File: config.mk
export PLATFORM = sky130hd
export DESIGN_NAME = sim_harness_ctrl
export DESIGN_NICKNAME = d
export VERILOG_FILES = /design/src/rtl/sim_harness_ctrl.sv
export SDC_FILE = /design/constraint.sdc
export NUM_CORES = 1
export LEC_CHECK = 0
export CORE_MARGIN = 10
export CORE_UTILIZATION = 45
export DETAILED_ROUTE_END_ITERATION = 12
export DONT_BUFFER_PORTS = 1
export MAX_ROUTING_LAYER = met4
export SLEW_MARGIN = 20
export SYNTH_ARGS = -nofsm -noshare
export SYNTH_HDL_FRONTEND = slang
export SYNTH_SLANG_ARGS = --single-unit
File: constraint.sdc
create_clock -name clk -period 3.3 [get_ports clk]
set_input_delay 0.99 -clock clk [delete_from_list [all_inputs] [get_ports clk]]
set_output_delay 0.99 -clock clk [all_outputs]
set_load 0.02 [all_outputs]
File: src/rtl/sim_harness_ctrl.sv
// Run controller for CPU simulation / bring-up: sequences CPU reset, counts run
// cycles, and ends the run on an exit-mailbox write, a cycle timeout or a fetch hang.
module sim_harness_ctrl #(
  parameter int unsigned           ADDR_WIDTH   = 16,
  parameter int unsigned           DATA_WIDTH   = 16,
  parameter int unsigned           CNT_WIDTH    = 32,
  parameter int unsigned           RESET_CYCLES = 2,
  parameter int unsigned           MAX_CYCLES   = 20,
  parameter int unsigned           HANG_CYCLES  = 8,
  parameter logic [ADDR_WIDTH-1:0] EXIT_ADDR    = 'hFFFE,
  parameter logic [ADDR_WIDTH-1:0] CONSOLE_ADDR = 'hFFFC
) (
  input  logic                  clk,
  input  logic                  rst,
  input  logic [ADDR_WIDTH-1:0] iaddr,
  input  logic [ADDR_WIDTH-1:0] waddr,
  input  logic [DATA_WIDTH-1:0] wdata,
  input  logic                  we,
  output logic                  cpu_rst,
  output logic                  running,
  output logic                  done,
  output logic [2:0]            status,
  output logic [DATA_WIDTH-1:0] exit_code,
  output logic [CNT_WIDTH-1:0]  cycle_count,
  output logic                  con_valid,
  output logic [7:0]            con_data
);

  localparam int unsigned RST_W = (RESET_CYCLES > 1) ? $clog2(RESET_CYCLES) : 1;
  localparam logic [RST_W-1:0]     RST_LAST   = RST_W'(RESET_CYCLES - 1);
  localparam logic [CNT_WIDTH-1:0] CNT_LAST   = CNT_WIDTH'(MAX_CYCLES - 1);
  localparam logic [CNT_WIDTH-1:0] HANG_LIM   = CNT_WIDTH'(HANG_CYCLES);
  localparam bit                   TIMEOUT_EN = (MAX_CYCLES != 0);
  localparam bit                   HANG_EN    = (HANG_CYCLES != 0);

  localparam logic [2:0] ST_NONE    = 3'd0;
  localparam logic [2:0] ST_PASS    = 3'd1;
  localparam logic [2:0] ST_FAIL    = 3'd2;
  localparam logic [2:0] ST_TIMEOUT = 3'd3;
  localparam logic [2:0] ST_HANG    = 3'd4;

  typedef enum logic [2:0] {
    S_RESET,
    S_RUN,
    S_PASS,
    S_FAIL,
    S_TIMEOUT,
    S_HANG
  } state_t;

  state_t                  state_q, state_d;
  logic [RST_W-1:0]        rst_cnt_q, rst_cnt_d;
  logic [CNT_WIDTH-1:0]    same_cnt_q, same_cnt_d;
  logic [ADDR_WIDTH-1:0]   prev_iaddr_q;
  logic                    prev_valid_q, prev_valid_d;

  logic                    cpu_rst_d, running_d, done_d, con_valid_d;
  logic [2:0]              status_d;
  logic [DATA_WIDTH-1:0]   exit_code_d;
  logic [CNT_WIDTH-1:0]    cycle_count_d;
  logic [7:0]              con_data_d;

  logic                    exit_hit, con_hit, iaddr_match, hang_hit, timeout_hit, finish;
  logic [CNT_WIDTH-1:0]    same_inc;

  assign exit_hit    = we && (waddr == EXIT_ADDR);
  assign con_hit     = we && (waddr == CONSOLE_ADDR);
  assign iaddr_match = prev_valid_q && (iaddr == prev_iaddr_q);
  assign same_inc    = same_cnt_q + CNT_WIDTH'(1);
  assign hang_hit    = HANG_EN && iaddr_match && (same_inc == HANG_LIM);
  assign timeout_hit = TIMEOUT_EN && (cycle_count == CNT_LAST);

  // Next-state and next-output logic; terminal states hold everything.
  always_comb begin
    state_d       = state_q;
    rst_cnt_d     = rst_cnt_q;
    same_cnt_d    = same_cnt_q;
    prev_valid_d  = prev_valid_q;
    cpu_rst_d     = cpu_rst;
    running_d     = running;
    done_d        = done;
    status_d      = status;
    exit_code_d   = exit_code;
    cycle_count_d = cycle_count;
    con_valid_d   = 1'b0;
    con_data_d    = con_data;
    finish        = 1'b0;

    case (state_q)
      S_RESET: begin
        rst_cnt_d = rst_cnt_q + RST_W'(1);
        if (rst_cnt_q == RST_LAST) begin
          state_d   = S_RUN;
          cpu_rst_d = 1'b0;
          running_d = 1'b1;
        end
      end
      S_RUN: begin
        cycle_count_d = cycle_count + CNT_WIDTH'(1);
        prev_valid_d  = 1'b1;
        same_cnt_d    = iaddr_match ? same_inc : '0;
        if (con_hit) begin
          con_valid_d = 1'b1;
          con_data_d  = wdata[7:0];
        end
        // Exit mailbox outranks hang, which outranks timeout.
        if (exit_hit) begin
          exit_code_d = wdata;
          finish      = 1'b1;
          if (wdata == '0) begin
            state_d  = S_PASS;
            status_d = ST_PASS;
          end else begin
            state_d  = S_FAIL;
            status_d = ST_FAIL;
          end
        end else if (hang_hit) begin
          finish   = 1'b1;
          state_d  = S_HANG;
          status_d = ST_HANG;
        end else if (timeout_hit) begin
          finish   = 1'b1;
          state_d  = S_TIMEOUT;
          status_d = ST_TIMEOUT;
        end
      end
      default: ;
    endcase

    if (finish) begin
      done_d    = 1'b1;
      running_d = 1'b0;
      cpu_rst_d = 1'b1;
    end
  end

  always_ff @(posedge clk) begin
    if (rst) begin
      state_q      <= S_RESET;
      rst_cnt_q    <= '0;
      same_cnt_q   <= '0;
      prev_valid_q <= 1'b0;
      prev_iaddr_q <= '0;
      cpu_rst      <= 1'b1;
      running      <= 1'b0;
      done         <= 1'b0;
      status       <= ST_NONE;
      exit_code    <= '0;
      cycle_count  <= '0;
      con_valid    <= 1'b0;
      con_data     <= '0;
    end else begin
      state_q      <= state_d;
      rst_cnt_q    <= rst_cnt_d;
      same_cnt_q   <= same_cnt_d;
      prev_valid_q <= prev_valid_d;
      prev_iaddr_q <= iaddr;
      cpu_rst      <= cpu_rst_d;
      running      <= running_d;
      done         <= done_d;
      status       <= status_d;
      exit_code    <= exit_code_d;
      cycle_count  <= cycle_count_d;
      con_valid    <= con_valid_d;
      con_data     <= con_data_d;
    end
  end

endmodule
-- Yosys cells after proc, flatten, opt, wreduce, memory -nomap -nowiden
Cells that the tools add are included.
- $add $sub $neg: 3
- bitwise operators: 1
- reductions and logical operators: 15
- multiplexer cells: 16
- equal/unequal tests: 8
- operators by type and width (kind ; number):
    32-bit by 1-bit adder with 32-bit output (second input constant) ; 2
    16-bit == test (second input constant) ; 2
    32-bit by 4-bit == test with 1-bit output (second input constant) ; 1
    32-bit by 5-bit == test with 1-bit output (second input constant) ; 1
    32-bit two-way mux ; 1
    3-bit two-way mux ; 7
    16-bit == test ; 1
    16-bit zero test ; 1
    2-bit AND reduction ; 4
    1-bit two-way mux ; 6
    3-bit one-hot mux with 2 select lines ; 1
    1-bit logical AND ; 4
    4-bit inequality test (second input constant) ; 1
    2-bit OR reduction ; 2
    3-bit by 1-bit == test with 1-bit output (second input constant) ; 1
    3-bit zero test ; 1
    3-bit AND reduction ; 1
    3-bit nonzero test ; 1
    2-bit two-way mux ; 1
    2-bit inequality test (second input constant) ; 1
    2-bit nonzero test ; 1
    1-bit adder (second input constant) ; 1
    1-bit NOT ; 1
- input bits: 51
- output and inout port bits: 63
- logic and storage cells: 56
- bits in registers: 116

-- Logic depth before layout (Yosys ltp)
- depth after elaboration: 7
- gate-level depth with buffers: 9
- mapped depth without buffers: 8

-- Worst setup path before layout
Ideal clock, no wire load.
- path type: input port to flip-flop
- start: input iaddr[14]
- end: register same_cnt_q[11]
- data required time: 3.230 ns
- library setup time: 0.070 ns
- path slack: 0.218 ns
- cell stages on the path: 7
- arrival: 3.012 ns
- cell sequence: xor2_1 > or4b_1 > or4_4 > or2_4 > clkbuf_2 > or3_1 > a21oi_1
- longest elaborated chain between the ends: 3
- ends and longest elaborated chain (element ; RTL line ; source):
    start, declared ; 15 ; input logic [ADDR_WIDTH-1:0] iaddr,
    16-bit == test ; 68 ; assign iaddr_match = prev_valid_q && (iaddr == prev_iaddr_q);
    1-bit logical AND ; 68 ;
    32-bit two-way mux ; 101 ; same_cnt_d = iaddr_match ? same_inc : '0;
    end signal, assigned ; 155 ; same_cnt_q <= same_cnt_d;
    end, declared ; 53 ; logic [CNT_WIDTH-1:0] same_cnt_q, same_cnt_d;
No other way between the ends.
A chain may end at the register's enable or synchronous reset.

-- Worst setup path after layout
- start: register same_cnt_q[8]
- end: register state_q[2]
- longest elaborated chain between the ends: 6
- elaborated cells between the ends (all ways): 8
- ends and longest elaborated chain (element ; RTL line ; source):
    32-bit by 1-bit adder with 32-bit output (*) ; 69 ; assign same_inc = same_cnt_q + CNT_WIDTH'(1);
    32-bit by 4-bit == test with 1-bit output (*) ; 70 ; assign hang_hit = HANG_EN && iaddr_match && (same_inc == HANG_LIM);
    1-bit logical AND (*) ; 70 ;
    3-bit two-way mux ; 117 ; end else if (hang_hit) begin
    3-bit two-way mux ; 107 ; if (exit_hit) begin
    3-bit one-hot mux with 2 select lines ; 89 ; case (state_q)
    end signal, assigned ; 153 ; state_q <= state_d;
    end, declared ; 51 ; state_t state_q, state_d;
Every way passes the cells marked *; elsewhere a longest branch is shown, timed or not.

==> reports/metrics.yaml <==
clock_tree:
  htree_levels: 4
  cts_made_buffers: 17
  cts_tree: "yes"
  ctsHoldBuffers: 0
  clockBufferDepth: 2
  clock_latency_ns: 0.42
  cts_setup_buffers: 0
  cts_root_buf: "clkbuf_16"
  cts_sinks: 116
  path_clk_slew_ns: 0.06
  cts_resized: 0
yosys:
  ys_async_sr_fraction: 0
  syn_avg_cell_area_um2: 8.16
  synth_area_um2: 5800
  ys_seq_area_frac: 0.401
  synth_edf_count: 0
  ys_top_cells_by_area: "dfxtp_1 40%, xor2_1 6.2%, nor2_1 6.1%"
  synth.distinct_cells: 52
  synthCells: 710
  ys_ff_latch: 116
  ys_top_cells_by_count: "116 x dfxtp_1, 94 x nor2_1, 46 x nand2_1, 41 x xor2_1, 40 x a21oi_1"
  syn_nets: 764
  synthFlopType: "dfxtp_1"
  ys.warnings.count: 0
  synth_top_area_share: 0.401
  yosys.area.top_type: "dfxtp_1"
  synth_most_common_cell: "dfxtp_1"
power:
  max-vdd-ir-drop_uv: 359
  p_int_mw: 2.69
  p_leak_nw: 2.37
  finalPower_mw: 3.44
  p_seq_frac: 0.423
  pwr-share-comb: 0.040
  p_clk_frac: 0.537
  p_sw_mw: 0.755
  p_per_area_nw_per_um2: 529
  swShare: 0.219
critical_path:
  crit_path_max_fanout: 10
  path_class: "reg -> reg"
  critPathArrivalTime_ns: 3.28
  cpMaxStageDelayCell: "or3_1"
  cpPeakStageDelay_ns: 0.53
  rrSetupSlack_ns: 0.34
  startpoint_type: "flop"
  worstSetupEndpointType: "flop"
  path_cells: "nand4_1 > or3_1 > nor4_1 > a31oi_1 > a211oi_2 > nand4_2 > a311oi_1"
  cp.required_ns: 3.62
drt:
  drc: 0
  viasPerCell: 5.74
  post_drt_wl_per_cell_um: 17.8
  first_pass_iters: 5
  vias: 5037
  drt-initial-drc-count: 342
  postRouteAntennaNets: 0
  drt_wl_total_um: 15600
outcome:
  outcome: "finished, final reports clean"
final_layout:
  antenna_cells: 0
  design_area_um2: 6510
  nets: 746
  final_util: 0.516
  drive_above_1_share: 0.0738
  layout.cells.non_filler: 877
  syn_to_final_growth_pct: 12.3
sta:
  setup_ws_ns: 0.338
  max_freq_mhz: 338
  setup_viol: 0
  slew_headroom: 0.532
  fin_crit_sh: 0.898
  fin_crit_ns: 2.96
  hold_slack_ns: 0.494
  fin_tns_setup_ns: 0
  fin_skew_ns: 0.0132
  tightest_slew_ns: 0.697
  rsz0062_at_grt: "false"
  drv_slew: 0
  hold_viol: 0
floorplanning:
  die_area_um2: 17800
  ios: 114
  dieWidth_um: 133
  core_area_um2: 12600
  floorplan.die.height_um: 133
  start_util: 0.459
  num_rows: 41
placed_design:
  gp_routability_congestion: 0.910
  placed_area_um2: 5910
  port_buffers: 0
  dp_hpwl_um: 11100
  numPlacedInstances: 845
  place_ws_ns: 0.107
global_route:
  grt_max_degree: 117
  grt_pass1_wl_um: 25700
  grtUsageTotal: 0.180
  grt_antenna_before_repair: 0
  grt_overflow: 0
  grt_pass1_vias: 4967
run:
  drv_cap: 0
worst_hold_path:
  hold_class: "reg -> reg"
worst paths after layout:
kind,startpoint,to,cells past startpoint
max reg2reg,same_cnt_q[8],state_q[2],7
max,same_cnt_q[8],state_q[2],7
min reg2reg,state_q[1],state_q[1],2
min,state_q[1],state_q[1],2
power groups by stage:
stage / Combinational [mW] / Clock (mW) / Sequential (mW)
after global routing: 0.157 / 1.94 / 1.46
after detailed placement: 0.137 / 0 / 1.49
after CTS: 0.138 / 1.88 / 1.46
final: 0.137 / 1.85 / 1.46
after floorplan: 0.123 / 0 / 1.48
after global placement: 0.134 / 0 / 1.49
final cells by class:
type / instances / area, um^2
Fill cell: 1248 / 6110
Multi-Input combinational cell: 541 / 3260
Sequential cell: 116 / 2320
Clock buffer: 24 / 502
Tap cell: 172 / 215
Clock inverter: 8 / 97.6
Timing Repair Buffer: 13 / 97.6
Inverter: 3 / 11.3
cells in the final DEF, fill, tap and decap left out, types with 4 or more instances in the layout:
master / netlist / routed
a21oi_1: 40 / 40
a31oi_1: 9 / 9
and2_1: 4 / 4
and3_1: 13 / 13
and4_1: 5 / 5
buf_4: 0 / 13
clkbuf_16: 0 / 17
clkbuf_8: 0 / 5
clkinv_2: 0 / 4
dfxtp_1: 116 / 116
mux2i_1: 25 / 25
nand2_1: 46 / 46
nand3_1: 38 / 38
nand3b_1: 9 / 9
nand4_1: 26 / 26
nor2_1: 94 / 94
nor2b_1: 23 / 23
nor3_1: 18 / 18
nor4_1: 26 / 26
o21ai_0: 37 / 37
or3_1: 21 / 21
or4_1: 5 / 5
xnor2_1: 20 / 20
xor2_1: 41 / 41
critical path, delay by kind of cell, from the launching register on:
family	cells	cell delay (ns)
and+or+nand+nor	4	1.53
AOI/OAI and AO/OA	3	0.85
DFF	1	0.49
cell families (layout without fill, tap and decap cells):
| group | after synthesis | after routing | share of synthesized area |
|---|---|---|---|
| simple gates | 349 | 349 | 0.319 |
| mux | 25 | 25 | 0.0432 |
| xor+xnor | 61 | 61 | 0.0922 |
| flops | 116 | 116 | 0.401 |
| compound gates | 103 | 103 | 0.102 |
| buf+inv | 53 | 48 | 0.0363 |
| fa+ha+maj | 3 | 3 | 0.00648 |
flip-flops by register name (all words and copies together) (netlist names):
| name | count |
|---|---|
| status | 3 |
| con_valid | 1 |
| rst_cnt_q | 1 |
| prev_iaddr_q | 16 |
| same_cnt_q | 32 |
| cycle_count | 32 |
| state_q | 3 |
| con_data | 8 |
| exit_code | 16 |
| running | 1 |
| prev_valid_q | 1 |
| cpu_rst | 1 |
| done | 1 |
routing by layer:
metal | global-route usage | wire (um)
met2 | 0.270 | 7170
met4 | 0.0574 | 203
met3 | 0.0707 | 1350
met1 | 0.217 | 6910
met5 | - | 0
Note: power is estimated with default switching activity, not from simulation.
